==> config.mk <==
export PLATFORM = sky130hd
export DESIGN_NAME = risc16_seq_ctrl
export DESIGN_NICKNAME = d
export VERILOG_FILES = /design/src/rtl/risc16_seq_ctrl.sv
export SDC_FILE = /design/constraint.sdc
export NUM_CORES = 1
export LEC_CHECK = 0
export CAP_MARGIN = 0
export CORE_MARGIN = 2
export CORE_UTILIZATION = 33
export CTS_CLUSTER_SIZE = 30
export DETAILED_ROUTE_END_ITERATION = 12
export GPL_TIMING_DRIVEN = 0
export PLACE_DENSITY = 0.58
export SYNTH_ARGS = -nofsm -noshare
export SYNTH_HDL_FRONTEND = slang
export SYNTH_SLANG_ARGS = --single-unit
==> constraint.sdc <==
create_clock -name clk -period 1.7 [get_ports clk]
set_input_delay 0.17 -clock clk [delete_from_list [all_inputs] [get_ports clk]]
set_output_delay 0.17 -clock clk [all_outputs]
set_load 0.05 [all_outputs]
==> src/rtl/risc16_seq_ctrl.sv <==
// Multi-cycle FETCH/DECODE/EXEC/MEM/WB sequencer for the RISC-16 datapath.
// Define RISC16_PERF_CNT_EN to add the cyc_cnt/ret_cnt performance counters.
module risc16_seq_ctrl #(
    parameter int unsigned TIMEOUT = 15
) (
    input  logic       clk,
    input  logic       rst,
    input  logic [2:0] op,
    input  logic       halt_insn,
    input  logic       EQ,
    input  logic       imem_ready,
    input  logic       dmem_ready,
    output logic       imem_req,
    output logic       dmem_req,
    output logic       IR_we,
    output logic       PC_we,
    output logic [1:0] FUNC_alu,
    output logic       MUX_alu1,
    output logic       MUX_alu2,
    output logic [1:0] MUX_pc,
    output logic       MUX_rf,
    output logic [1:0] MUX_tgt,
    output logic       WE_rf,
    output logic       WE_dmem,
    output logic       halted,
    output logic       err
`ifdef RISC16_PERF_CNT_EN
    ,
    output logic [15:0] cyc_cnt,
    output logic [15:0] ret_cnt
`endif
);

    localparam int unsigned CW = (TIMEOUT > 0) ? $clog2(TIMEOUT + 1) : 1;

    typedef enum logic [2:0] {
        S_FETCH, S_DECODE, S_EXEC, S_MEM, S_WB, S_HALT, S_ERR
    } state_e;

    typedef enum logic [2:0] {
        OP_ADD  = 3'd0,
        OP_ADDI = 3'd1,
        OP_NAND = 3'd2,
        OP_LUI  = 3'd3,
        OP_SW   = 3'd4,
        OP_LW   = 3'd5,
        OP_BEQ  = 3'd6,
        OP_JALR = 3'd7
    } opcode_e;

    state_e        state_q, state_d;
    opcode_e       op_q;
    logic          halt_q;
    logic [CW-1:0] wait_q, wait_d;
    logic          timeout_hit;

    assign timeout_hit = (TIMEOUT != 0) && (wait_q == CW'(TIMEOUT));

    // NOTE: every variable written here gets a default first, so no latch is inferred.
    always_comb begin
        state_d = state_q;
        wait_d  = '0;
        case (state_q)
            S_FETCH: begin
                if (imem_ready) begin
                    state_d = S_DECODE;
                end else if (timeout_hit) begin
                    state_d = S_ERR;
                end else begin
                    wait_d = wait_q + CW'(1);
                end
            end
            S_DECODE: state_d = halt_insn ? S_HALT : S_EXEC;
            S_EXEC: begin
                case (op_q)
                    OP_BEQ:       state_d = S_FETCH;
                    OP_LW, OP_SW: state_d = S_MEM;
                    default:      state_d = S_WB;
                endcase
            end
            S_MEM: begin
                if (dmem_ready) begin
                    state_d = (op_q == OP_SW) ? S_FETCH : S_WB;
                end else if (timeout_hit) begin
                    state_d = S_ERR;
                end else begin
                    wait_d = wait_q + CW'(1);
                end
            end
            S_WB:          state_d = S_FETCH;
            S_HALT, S_ERR: state_d = state_q;
            default:       state_d = S_ERR;
        endcase
    end

    // NOTE: sequential state uses non-blocking assignments so all registers update together.
    always_ff @(posedge clk) begin
        if (rst) begin
            state_q <= S_FETCH;
            op_q    <= OP_ADD;
            halt_q  <= 1'b0;
            wait_q  <= '0;
        end else begin
            state_q <= state_d;
            wait_q  <= wait_d;
            if (state_q == S_DECODE) begin
                op_q   <= opcode_e'(op);
                halt_q <= halt_insn;
            end
        end
    end

    // Outputs decode state and op_q only; reset forces every output low so an
    // aborted instruction never leaves a write enable behind.
    always_comb begin
        imem_req = 1'b0;
        dmem_req = 1'b0;
        IR_we    = 1'b0;
        PC_we    = 1'b0;
        FUNC_alu = 2'b00;
        MUX_alu1 = 1'b0;
        MUX_alu2 = 1'b0;
        MUX_pc   = 2'b00;
        MUX_rf   = 1'b0;
        MUX_tgt  = 2'b00;
        WE_rf    = 1'b0;
        WE_dmem  = 1'b0;
        halted   = 1'b0;
        err      = 1'b0;
        if (!rst) begin
            case (state_q)
                S_FETCH: begin
                    imem_req = 1'b1;
                    IR_we    = imem_ready;
                end
                S_EXEC: begin
                    case (op_q)
                        OP_NAND: FUNC_alu = 2'b01;
                        OP_LUI: begin
                            FUNC_alu = 2'b10;
                            MUX_alu1 = 1'b1;
                        end
                        OP_LW, OP_SW: MUX_alu2 = 1'b1;
                        OP_BEQ: begin
                            FUNC_alu = 2'b11;
                            MUX_rf   = 1'b1;
                            PC_we    = 1'b1;
                            MUX_pc   = EQ ? 2'b01 : 2'b00;
                        end
                        OP_JALR: FUNC_alu = 2'b10;
                        default: FUNC_alu = 2'b00;
                    endcase
                end
                S_MEM: begin
                    dmem_req = 1'b1;
                    WE_dmem  = (op_q == OP_SW);
                    PC_we    = (op_q == OP_SW) && dmem_ready;
                end
                S_WB: begin
                    WE_rf = 1'b1;
                    PC_we = 1'b1;
                    case (op_q)
                        OP_LW:   MUX_tgt = 2'b00;
                        OP_JALR: MUX_tgt = 2'b10;
                        default: MUX_tgt = 2'b01;
                    endcase
                    MUX_pc = (op_q == OP_JALR) ? 2'b10 : 2'b00;
                end
                S_HALT: halted = halt_q;
                S_ERR:  err = 1'b1;
                default: ;
            endcase
        end
    end

`ifdef RISC16_PERF_CNT_EN
    logic [15:0] cyc_q, ret_q;
    logic        run;

    assign run = (state_q != S_HALT) && (state_q != S_ERR);

    // Every PC_we is the last one of its instruction, so it marks retirement.
    always_ff @(posedge clk) begin
        if (rst) begin
            cyc_q <= '0;
            ret_q <= '0;
        end else if (run) begin
            cyc_q <= cyc_q + 16'd1;
            if (PC_we) begin
                ret_q <= ret_q + 16'd1;
            end
        end
    end

    assign cyc_cnt = cyc_q;
    assign ret_cnt = ret_q;
`endif

endmodule

### Word level (Yosys, flattened, before mapping)

Index checks and enable logic that the tools add are counted.

| storage, ports and cells | value |
|---|---|
| logic and storage cells | 70 |
| bits in registers | 11 |
| input port bits | 9 |

| operators by class | value |
|---|---|
| eq/ne operators | 13 |
| multiplexer cells | 47 |
| reduce and logical (&&, ||, !) cells | 5 |
| add/subtract/negate cells | 1 |

Operators with widths:

| cell | count |
|---|---|
| $mux W1 | 26 |
| $eq A3 B3 Y1 const B | 7 |
| $pmux W3 S6 | 1 |
| $mux W3 | 5 |
| $eq A3 B2 Y1 const B | 4 |
| $mux W2 | 6 |
| $mux W4 | 3 |
| $pmux W2 S2 | 2 |
| $pmux W4 S2 | 1 |
| $pmux W2 S3 | 1 |
| $pmux W3 S2 | 1 |
| $reduce_or A2 Y1 | 3 |
| $add A4 B1 Y4 const B | 1 |
| $eq A4 B4 Y1 const B | 1 |
| $eq A3 B1 Y1 const B | 1 |
| $logic_not A3 Y1 | 1 |
| $pmux W1 S3 | 1 |
| $logic_and A1 B1 Y1 | 1 |

### Longest topological paths before layout

| logic depth | value |
|---|---|
| depth in word-level cells | 5 |
| depth in mapped cells | 5 |
| gate-level depth less buffers | 5 |

### Least setup slack after synthesis

OpenSTA, ideal clock, no wires.

| timing | value |
|---|---|
| path type | reg-to-output |
| from | register state_q[1] |
| to | output IR_we |
| cell stages (with the launch flop) | 5 |
| arrival | 2742 ps |
| buffers on the path | 2 |
| slack | -1212 ps |
| data required time | 1530 ps |
| cell sequence | dfxtp_1 buf_4 buf_2 nor4_1 and2_1 |

| on the way | value |
|---|---|
| word-level cells in the longest chain between the ends | 3 |

Ends and longest elaborated chain:

| element | RTL line | source |
|---|---|---|
| from (decl) | 51 | `state_e state_q, state_d;` |
| from (signal assigned) | 104 | `state_q <= state_d;` |
| $logic_not A3 Y1 | 131 | `case (state_q)` |
| $mux W1 | 131 |  |
| $mux W1 | 130 | `if (!rst) begin` |
| to (decl) | 15 | `output logic IR_we,` |

No other way between the ends.

### Final worst setup path

| timing | value |
|---|---|
| from | register state_q[1] |
| to | output PC_we |

| on the way | value |
|---|---|
| word-level cells in the longest chain between the ends | 3 |
| elaborated cells between the ends (all ways) | 5 |
| classes of those cells | eq/ne (3); mux (2) |

Ends and longest elaborated chain:

| element | RTL line | source |
|---|---|---|
| $eq A3 B3 Y1 or $eq A3 B2 Y1 (tied branches) | 131 |  |
| $pmux W1 S3 (*) | 131 |  |
| $mux W1 (*) | 130 |  |
| to (decl) | 16 | `output logic PC_we,` |

Every way passes the cells marked *; elsewhere a longest branch is shown, timed or not.

==> metrics.yaml <==
logic_synthesis:
  synth_area_leaders: "dfxtp_1 (30%), nor2_1 (9.8%), mux2i_1 (5.5%)"
  synth_top_family_by_area: "simple AND/OR/NAND/NOR gates"
  ys.flop_type: "dfxtp_1"
  yosysTopAreaCellShare: 0.301
  ys_seq_area_frac: 0.301
  syn_inst: 95
  ys_seq_elements: 11
  ys_types: 37
  avgSynthCellArea_sq_um: 7.69
  synth_xor_area_frac: 0.0120
  synth.mux.area_fraction: 0.0548
  synth_common_cells: "nor2_1 (19), dfxtp_1 (11), nand2_1 (5), mux2i_1 (4)"
  async_reset_ff_frac: 0
  synth.net_count: 105
  yosysWarnings: 0
  synth-compound-area-share: 0.156
  synth_most_common_cell: "nor2_1"
  synth_edf_count: 0
  synth-adder-area-share: 0.0171
  syn_area_sq_um: 731
  synth-simple-area-share: 0.394
  synth_top_cell_by_area: "dfxtp_1"
detailed_routing:
  drt_iter0_drc: 24
  drt-total-wl_mm: 1.91
  avgRoutedWirePerCell_um: 12.6
  drt-pass1-iter-count: 4
  antenna_left: 0
  drc: 0
  dr_total_vias: 784
  vias_per_cell: 5.19
finish:
  fin_cells: 151
  area_growth_pct: 55.3
  fillerInstances: 211
  utilization: 0.528
  drive_gt1_frac: 0.398
  num_antenna_cells: 0
  final_nets: 134
sta:
  worstMarginPinSlew_ps: 353
  finalHoldViolations: 0
  rsz0062_at_grt: "yes"
  post-route-period-util: 1.02
  timing.fmax_mhz: 576
  drv_slew: 0
  period_needed_ps: 1740
  finClkSkew_ps: 2.99
  setup_viol: 1
  slew_headroom: 0.763
  setup_ws_ps: -37.2
  tns_ps: -37.2
clocking:
  cts.path.max_buffers: 2
  cts-root-buf: "clkbuf_4"
  h-tree-depth: 1
  numClockSinks: 11
  cts_hold_buf: 0
  cts_tree: "built"
  path_clk_slew_ps: 70
  numCtsBuffers: 3
  clkLatencyLatePin_ps: 260
run:
  cap_violations: 0
floorplanning:
  io-pin-count: 26
  die_h_um: 51.1
  die_w_um: 51.1
  initial_core_util: 0.340
  dieArea_sq_um: 2610
  coreArea_sq_um: 2150
  fp-row-count: 17
outcome:
  status: "finished, violations left"
  violations: "setup timing"
placed_design:
  place_congestion: 0.858
  dp_worst_setup_slack_ps: -720
  portBuffers: 25
  place_hpwl_mm: 1.42
  dp_cells: 148
power:
  power.density_nw_per_um2: 838
  p_sw_uw: 392
  leakagePower_nw: 0.447
  ir_worst_vdd_v: 0.000622
  clkPwrFrac: 0.185
  switching_share: 0.413
  p_seq_frac: 0.366
  comb_power_share: 0.449
  internal_power_uw: 559
grt:
  grt.total_usage: 0.164
  met1_usage: 0.205
  grt_antenna_before_repair: 0
  grt_use_met3: 0.0351
  grt_pass1_vias: 699
  use_met2: 0.273
  busiest_layer: "met2"
  overflow: 0
  grt_pass1_wl_mm: 3.27
  grt_max_degree: 11
setup_path:
  path_class: "flip-flop to primary output"
  end_kind: "primary output"
  cp.required_ps: 1530
  timing.rr.end: "state_q[2]"
  critPathMaxFanout: 7
  start_kind: "flip-flop"
  crit_arrival_ps: 1570
  r2r_start: "wait_q[0]"
  r2r_setup_slack_ps: 170
  r2r_cells: 5
min_path:
  hold_depth: 1
  worstHoldStart: "wait_q[3]"
  holdCritPathClass: "flip-flop to flip-flop"
  hold_path_end: "wait_q[3]"
cell families after synthesis:
kind of cell	Yosys count
flip-flops	11
buffers and inverters	10
multiplexers	4
AO/OA/AOI/OAI	17
XOR/XNOR	1
adder cells (fa/ha/maj)	1
AND/OR/NAND/NOR	51
metrics by stage:
step	total power [mW]	hold slack, ps	area, sq um
2_1_floorplan	0.649	317	811
3_3_place_gp	0.760	466	1100
3_5_place_dp	0.761	471	1100
4_1_cts	0.945	483	1110
5_1_grt	1.01	518	1130
6_report	0.951	480	1130
layout make-up:
cell class / count / area [sq um] / share of cell area
plain buffers: 5 / 35.0 / 0.0309
multi-input cells: 74 / 567 / 0.499
well taps: 28 / 35.0 / 0.0309
repair buffers: 26 / 231 / 0.204
inverters: 3 / 11.3 / 0.00992
flip-flops and latches: 11 / 229 / 0.202
clock buffers: 4 / 26.3 / 0.0232
registers in the layout, summed over array words and instances, names as in the netlist:
name and count:
wait_q 4, state_q 3, halt_q 1, op_q 3
critical path, stage by stage (launching register included):
cell and delay, ps:
dfxtp_4 370, and2b_2 240, nand3_4 110, nor2_4 40
a221o_2 370, buf_8 150
what timing repair did:
item	4_1_cts	5_1_grt
setup endpoints to repair	17	12
pin swaps	3	0
resized for setup	97	17
setup buffers	0	1
hold endpoints to repair	0	0
how the worst max path moves through the flow:
stage | startpoint | endpoint | slack [ps] | depth (start not counted)
global placement | rst | IR_we | -730 | 5
finish | state_q[1] | PC_we | -40 | 5
global route | state_q[1] | PC_we | -80 | 5
CTS | state_q[1] | PC_we | -60 | 5
detailed placement | rst | IR_we | -720 | 5
floorplan | state_q[1] | PC_we | -280 | 5
cells in the final DEF (no fill, tap or decap), drive strengths merged, types with 2 or more instances in the layout:
cell type       n
nor2           19
buf            17
dfxtp          11
clkdlybuf4s50   7
clkbuf          7
nand2           5
mux2i           4
o21ai           4
nor3            4
nor4            3
inv             3
nand2b          3
nor3b           3
and4            2
a31oi           2
a21oi           2
o22ai           2
a22oi           2
or3             2
clkdlybuf4s15   2
nand3           2
and3            2
and2            2
layer usage:
layer,vias to the layer above,part of all wire
met5,-,0
met4,0,0.0068
met3,2,0.075
met2,30,0.46
met1,355,0.46
li1,397,-
power by group through the flow:
stage | combinational (mW) | clock (mW) | sequential (mW)
floorplan | 0.334 | 0 | 0.315
global placement | 0.438 | 0 | 0.322
detailed placement | 0.436 | 0 | 0.324
CTS | 0.417 | 0.183 | 0.345
global route | 0.463 | 0.197 | 0.354
finish | 0.427 | 0.176 | 0.348
(Power assumes the default switching activity.)
